===== src/rtl/icg_wake_sched_pkg.sv =====
// ---------------------------------------------------------------------------
// icg_wake_sched_pkg : shared channel state encoding and default parameters
// Revision: 1.0
// ---------------------------------------------------------------------------
`default_nettype none

package icg_wake_sched_pkg;

  localparam int NCH_DEF      = 4;
  localparam int CW_DEF       = 8;
  localparam int WAKE_LAT_DEF = 2;

  // Gray-adjacent: E = |state, ACK = state[1]
  typedef enum logic [1:0] {
    ST_OFF  = 2'b00,
    ST_WAKE = 2'b01,
    ST_ON   = 2'b11,
    ST_IDLE = 2'b10
  } chan_state_e;

endpackage

`default_nettype wire


===== src/rtl/icg_wake_sched_if.sv =====
// ---------------------------------------------------------------------------
// icg_wake_sched_if : request/override/enable bundle for the ICG wake scheduler
// Revision: 1.0
// ---------------------------------------------------------------------------
`default_nettype none

interface icg_wake_sched_if
  import icg_wake_sched_pkg::*;
#(
  parameter int NCH = NCH_DEF,
  parameter int CW  = CW_DEF
);

  logic [NCH-1:0] REQ;
  logic [NCH-1:0] FORCE_ON;
  logic [CW-1:0]  IDLE_LIM;
  logic [NCH-1:0] E;
  logic [NCH-1:0] ACK;
  logic           BUSY;

  modport master (
    output REQ, FORCE_ON, IDLE_LIM,
    input  E, ACK, BUSY
  );

  modport slave (
    input  REQ, FORCE_ON, IDLE_LIM,
    output E, ACK, BUSY
  );

endinterface

`default_nettype wire


===== src/rtl/icg_wake_chan.sv =====
// ---------------------------------------------------------------------------
// icg_wake_chan : one clock-gate channel FSM (OFF/WAKE/ON/IDLE) with counter
// Revision: 1.0
// ---------------------------------------------------------------------------
`default_nettype none

module icg_wake_chan
  import icg_wake_sched_pkg::*;
#(
  parameter int CW       = CW_DEF,
  parameter int WAKE_LAT = WAKE_LAT_DEF
) (
  input  logic          clk_i,
  input  logic          rst_i,
  input  logic          grant_i,
  input  logic          pending_i,
  input  logic [CW-1:0] idle_lim_i,
  output chan_state_e   state_o,
  output logic          e_o,
  output logic          ack_o
);

  localparam logic [CW-1:0] C_WAKE_LOAD = CW'(WAKE_LAT - 1);

  chan_state_e   state_q, state_d;
  logic [CW-1:0] cnt_q, cnt_d;

  always_ff @(posedge clk_i) begin
    if (rst_i) begin
      state_q <= ST_OFF;
      cnt_q   <= '0;
    end else begin
      state_q <= state_d;
      cnt_q   <= cnt_d;
    end
  end

  always_comb begin
    state_d = state_q;
    cnt_d   = cnt_q;
    case (state_q)
      ST_OFF: begin
        if (grant_i) begin
          state_d = ST_WAKE;
          cnt_d   = C_WAKE_LOAD;
        end
      end
      ST_WAKE: begin
        if (cnt_q == '0) state_d = ST_ON;
        else             cnt_d   = cnt_q - 1'b1;
      end
      ST_ON: begin
        if (!pending_i) begin
          if (idle_lim_i == '0) begin
            state_d = ST_OFF;
          end else begin
            state_d = ST_IDLE;
            cnt_d   = idle_lim_i - 1'b1;
          end
        end
      end
      ST_IDLE: begin
        // a request arriving on the expiry edge keeps the gate open
        if (pending_i)         state_d = ST_ON;
        else if (cnt_q == '0)  state_d = ST_OFF;
        else                   cnt_d   = cnt_q - 1'b1;
      end
      default: begin
        state_d = ST_OFF;
        cnt_d   = '0;
      end
    endcase
  end

  assign state_o = state_q;
  assign e_o     = state_q[0] | state_q[1];
  assign ack_o   = state_q[1];

endmodule

`default_nettype wire


===== src/rtl/icg_wake_sched.sv =====
// ---------------------------------------------------------------------------
// icg_wake_sched : round-robin serialized wake-up of NCH clock-gate enables
// Revision: 1.0
// ---------------------------------------------------------------------------
`default_nettype none

module icg_wake_sched
  import icg_wake_sched_pkg::*;
#(
  parameter int NCH      = NCH_DEF,
  parameter int CW       = CW_DEF,
  parameter int WAKE_LAT = WAKE_LAT_DEF
) (
  input  logic             CLK,
  input  logic             RST,
  icg_wake_sched_if.slave  bus
);

  localparam int PW = (NCH > 1) ? $clog2(NCH) : 1;

  logic [NCH-1:0] pending_w;
  logic [NCH-1:0] grant_w;
  logic [NCH-1:0] off_w;
  logic [NCH-1:0] wake_w;
  logic [NCH-1:0] e_w;
  logic [NCH-1:0] ack_w;
  chan_state_e    state_w [NCH];

  logic [PW-1:0]  ptr_q, ptr_d;
  logic [PW:0]    idx_sum;
  logic [PW-1:0]  idx;
  logic           found;

  assign pending_w = bus.REQ | bus.FORCE_ON;

  generate
    for (genvar g = 0; g < NCH; g++) begin : g_chan
      icg_wake_chan #(
        .CW       (CW),
        .WAKE_LAT (WAKE_LAT)
      ) u_chan (
        .clk_i      (CLK),
        .rst_i      (RST),
        .grant_i    (grant_w[g]),
        .pending_i  (pending_w[g]),
        .idle_lim_i (bus.IDLE_LIM),
        .state_o    (state_w[g]),
        .e_o        (e_w[g]),
        .ack_o      (ack_w[g])
      );
      assign off_w[g]  = (state_w[g] == ST_OFF);
      assign wake_w[g] = (state_w[g] == ST_WAKE);
    end
  endgenerate

  // Scan from the pointer; a grant is only issued while no channel is waking
  always_comb begin
    grant_w = '0;
    ptr_d   = ptr_q;
    found   = 1'b0;
    idx_sum = '0;
    idx     = '0;
    for (int k = 0; k < NCH; k++) begin
      idx_sum = {1'b0, ptr_q} + (PW+1)'(k);
      if (idx_sum >= (PW+1)'(NCH)) idx_sum = idx_sum - (PW+1)'(NCH);
      idx = idx_sum[PW-1:0];
      if (!found && !(|wake_w) && pending_w[idx] && off_w[idx]) begin
        found        = 1'b1;
        grant_w[idx] = 1'b1;
        ptr_d        = (idx == PW'(NCH - 1)) ? '0 : idx + 1'b1;
      end
    end
  end

  always_ff @(posedge CLK) begin
    if (RST) ptr_q <= '0;
    else     ptr_q <= ptr_d;
  end

  assign bus.E    = e_w;
  assign bus.ACK  = ack_w;
  assign bus.BUSY = |wake_w;

endmodule

`default_nettype wire


===== src/flat_wrapper.sv =====
// flat-port wrapper written by rule: the top's interface ports become plain ports
module icg_wake_sched_flat import icg_wake_sched_pkg::*;
#(
  parameter int NCH      = NCH_DEF,
  parameter int CW       = CW_DEF,
  parameter int WAKE_LAT = WAKE_LAT_DEF
)
  (CLK, RST, bus_REQ, bus_FORCE_ON, bus_IDLE_LIM, bus_E, bus_ACK, bus_BUSY);
  icg_wake_sched_if #(.NCH(NCH), .CW(CW)) bus_i ();
  input  logic CLK;
  input  logic RST;
  input wire logic [$bits(bus_i.REQ)-1:0] bus_REQ;
  input wire logic [$bits(bus_i.FORCE_ON)-1:0] bus_FORCE_ON;
  input wire logic [$bits(bus_i.IDLE_LIM)-1:0] bus_IDLE_LIM;
  output wire logic [$bits(bus_i.E)-1:0] bus_E;
  output wire logic [$bits(bus_i.ACK)-1:0] bus_ACK;
  output wire logic [$bits(bus_i.BUSY)-1:0] bus_BUSY;
  assign bus_i.REQ = bus_REQ;
  assign bus_i.FORCE_ON = bus_FORCE_ON;
  assign bus_i.IDLE_LIM = bus_IDLE_LIM;
  assign bus_E = bus_i.E;
  assign bus_ACK = bus_i.ACK;
  assign bus_BUSY = bus_i.BUSY;
  icg_wake_sched #(.NCH(NCH), .CW(CW), .WAKE_LAT(WAKE_LAT)) u_core (.CLK(CLK), .RST(RST), .bus(bus_i));
endmodule

===== config.mk =====
export PLATFORM = sky130hd
export DESIGN_NAME = icg_wake_sched_flat
export DESIGN_NICKNAME = d
export VERILOG_FILES = /design/src/rtl/icg_wake_sched_pkg.sv /design/src/rtl/icg_wake_sched_if.sv /design/src/rtl/icg_wake_chan.sv /design/src/rtl/icg_wake_sched.sv /design/src/flat_wrapper.sv
export SDC_FILE = /design/constraint.sdc
export NUM_CORES = 1
export LEC_CHECK = 0
export BUFFER_PORTS_ARGS = -buffer_cell sky130_fd_sc_hd__buf_2
export CAP_MARGIN = 20
export CORE_UTILIZATION = 40
export DETAILED_ROUTE_END_ITERATION = 10
export PLACE_DENSITY = 0.68
export SLEW_MARGIN = 20
export SYNTH_ARGS = -nofsm -noshare
export SYNTH_HDL_FRONTEND = slang
export SYNTH_HIERARCHICAL = 1
export SYNTH_SLANG_ARGS = --single-unit
export TNS_END_PERCENT = 1

===== constraint.sdc =====
create_clock -name CLK -period 2.9 [get_ports CLK]
set_clock_uncertainty 0.05 [all_clocks]
set_input_delay 0.435 -clock CLK [delete_from_list [all_inputs] [get_ports CLK]]
set_output_delay 0.435 -clock CLK [all_outputs]
set_load 0.05 [all_outputs]

==> results by group <==
Die
  • FP Rows: 36
  • # IOs: 27
  • Area of the die: 10400 µm²
  • Die Span Y: 102 µm
  • Die Wd: 102 µm
  • Initial core utilization: 0.412
  • CORE AREA: 9730 µm²

STA
  • Final Setup Violations: 0
  • Actual slew at the worst max-slew pin: 0.488 ns
  • Achievable Freq: 0.355 GHz
  • Final count of hold timing violations: 0
  • WHS: 0.446 ns
  • Final min period: 2.82 ns
  • Final Cycle Share: 0.972
  • Pins Over Slew Limit: 0
  • Worst rel slew slack: 0.674

Synth
  • Synth top area share: 0.210
  • Post-synth net total: 529
  • Most used DFF post-synth: dfxtp_1
  • Area contributors post-synth: dfxtp_1 (21%), ha_1 (8.7%), mux2i_1 (7.0%), nor3_2 (5.0%), a21oi_1 (3.7%)
  • Avg Inst Size Synth: 8.30 µm²
  • Yosys Warn Count: 6
  • Synth cell types: 54
  • Synthesized area: 4010 µm²
  • Synthesized flop and latch total: 42
  • Synth area leader: dfxtp_1
  • Register area share after synthesis: 0.210
  • EDFF count, synth: 0
  • Cells after Synth: 483
  • Ys async rst share: 0

Worst hold path
  • Worst hold start: u_core/g_chan[1].u_chan/cnt_q[1]
  • Hold Path Sink: u_core/g_chan[1].u_chan/cnt_q[1]
  • Worst Hold Class: reg2reg
  • Hold Crit Depth: 2

Critical path
  • Critical Path Sink Type: flop
  • Critical path fanouts, max: 5
  • CP Launch Type: flop
  • Slowest-stage cell, CP: or3_1
  • Flop2flop setup slack: 0.08 ns
  • Crit path DAT: 3.00 ns
  • Worst endpoint required time: 3.08 ns
  • Worst flop-to-flop path endpoint: u_core/g_chan[2].u_chan/cnt_q[2]
  • Sequence of cells on the critical path: inv_1 > ha_4 > buf_4 > nor2b_2 > a22oi_1 > nand4_1 > o221ai_1 > nand2b_4 > o221ai_4 > or3_1 > a21oi_1
  • RR Startpoint: u_core/ptr_q[1]
  • Worst path top cell family by delay: simple AND/OR/NAND/NOR gates
  • Crit path buf inv count: 2
  • Largest stage delay, worst path: 0.39 ns
  • Crit Path Class: reg2reg
  • R2R depth: 11

Place
  • Number of I/O port buffers: 26
  • Dpl hpwl: 7.75 mm
  • Routability cong.: 0.867

Route
  • Remaining antenna violation count: 0
  • First DRT Iteration DRCs: 220
  • WL final: 11.3 mm
  • Detailed-router iteration count before antenna repair: 5
  • DRC viols: 0
  • Vias after detailed routing: 4094
  • Routed WL per cell: 16.3 µm
  • Vias/cell: 5.87

Clock tree
  • Clk sink count: 42
  • Cts hold-fix bufs: 0
  • Clock Tree Buf Depth: 2
  • Clock transition at the registers of the reported paths: 0.09 ns
  • Clk_lat worst skew: 0.30 ns
  • Cts bufs inserted: 5
  • CTS tree: yes
  • CTS root buffer: clkbuf_8
  • CTS H-Tree Depth: 2

GRT
  • Pin count of the biggest net entering global routing: 27
  • GRT Util Overall: 0.212
  • Initial antenna violation count: 0
  • Vias in the first global route: 3826
  • Total gr overflow: 0
  • First-pass GRT wire length: 17.7 mm

Final layout
  • Final #Nets: 609
  • Diode count: 0
  • Util after Layout: 0.503
  • Number of fill cells: 942
  • Commonest non-fill, non-tap cell in the layout: buf_4
  • Ratio of cells with drive above 1 in the final layout: 0.316
  • Most frequent cells in the layout: buf_4 (63), nand2_1 (40), dfxtp_1 (36), inv_1 (30), nand3_1 (30)
  • P&R area growth vs syn: 22.0%

Power and ir drop
  • Max VDD drop: 0.367 mV
  • P per Cell Area: 1140 nW/µm²
  • Leakage: 1.94 nW

Status
  • Status: finished, final reports clean

Job
  • Max-Cap Viols: 0
-- state kept, by name, indices dropped and copies added (netlist names) --
signal                        cells
u_core/g_chan.u_chan/cnt_q       32
u_core/g_chan.u_chan/state_o      8
u_core/ptr_q                      2
-- worst reg2reg max path: cells and delay by family, from the launching register on --
family	cells	cell delay [ns]
buffers and inverters	2	0.24
and+or+nand+nor	4	1.02
AOI/OAI and AO/OA	4	0.89
adders and majority gates	1	0.21
DFF	1	0.33
-- area by class of cell --
class / count / area [µm²] / share of cell area
flip-flops and latches: 42 / 848 / 0.173
clock inverters: 2 / 13.8 / 0.00281
clock buffers: 6 / 72.6 / 0.0148
multi-input cells: 394 / 3070 / 0.628
repair buffers: 89 / 603 / 0.123
well taps: 133 / 166 / 0.0340
inverters: 31 / 116 / 0.0238
-- power by group --
part	internal, W	switching (W)
registers	0.000720	0.000120
logic	0.00197	0.00240
clock network	0.000170	0.000225
-- synth_stat cells, types with 2 or more instances --
master	n
o211a_1	8
and2_4	3
a21oi_1	30
a211oi_1	2
inv_1	31
nand3b_1	8
nor3_2	20
a22oi_1	6
xor2_1	4
o221ai_1	8
xnor2_1	16
a21oi_2	8
and2_1	4
nand2_1	40
nor4_1	12
buf_6	8
a21o_1	8
mux2_2	4
nor3_1	13
buf_4	4
ha_1	28
o221ai_2	5
a31oi_1	5
mux4_2	2
a221oi_1	5
and2b_1	4
clkbuf_1	4
a211o_1	4
or2_4	3
nand2b_1	6
buf_8	4
dfxtp_1	42
or3_1	20
o21ai_1	12
mux2i_1	28
nand3_1	30
or2_2	5
nor2_1	23
-- how the worst max path moves through the flow --
stage,slack (ns),to,start,cells past startpoint
6_report,0.08,u_core/g_chan[2].u_chan/cnt_q[2],u_core/ptr_q[1],11
5_1_grt,-0.007,u_core/g_chan[2].u_chan/cnt_q[2],u_core/ptr_q[0],11
4_1_cts,0.0003,u_core/g_chan[3].u_chan/cnt_q[4],u_core/ptr_q[0],12
3_5_place_dp,-0.38,u_core/g_chan[2].u_chan/cnt_q[3],bus_FORCE_ON[3],11
3_3_place_gp,-0.32,u_core/g_chan[2].u_chan/cnt_q[4],bus_FORCE_ON[3],11
2_1_floorplan,0.03,u_core/g_chan[0].u_chan/cnt_q[5],u_core/g_chan[0].u_chan/state_o[1],12
-- repair_timing --
action / CTS / global route
endpoints found under the setup margin: 30 / 40
setup buffers: 11 / 4
pin swaps: 0 / 3
cloned: 1 / 3
resized for setup: 9 / 15
-- metrics by stage --
stage | setup TNS (ns) | total power [W] | std cells | setup slack [ns] | instance area [µm²]
3_5_place_dp | -10.17 | 0.00440 | 670 | -0.376 | 4490
4_1_cts | 0 | 0.00523 | 690 | 0.000294 | 4750
2_1_floorplan | 0 | 0.00355 | 483 | 0.0336 | 4020
5_1_grt | -0.00896 | 0.00596 | 697 | -0.00673 | 4890
6_report | 0 | 0.00560 | 697 | 0.0808 | 4890
3_3_place_gp | -7.71 | 0.00430 | 670 | -0.319 | 4490
-- per-layer routing --
metal | part of all wire | vias up | global-route usage
met2 | 0.51 | 140 | 0.378
met4 | 0.0079 | 0 | 0.0626
met1 | 0.42 | 1984 | 0.262
met5 | 0 | - | 0
li1 | - | 1960 | -
met3 | 0.057 | 10 | 0.0328
-- logic make-up after synthesis --
| logic type | share of synthesized area |
|---|---|
| AOI/OAI and AO/OA | 0.205 |
| xor gates and xnor gates | 0.0437 |
| adders and majority gates | 0.0874 |
| buffers and inverters | 0.0777 |
| DFF | 0.210 |
| muxes | 0.0924 |
| and+or+nand+nor | 0.284 |
Note: power is estimated with default switching activity, not from simulation.
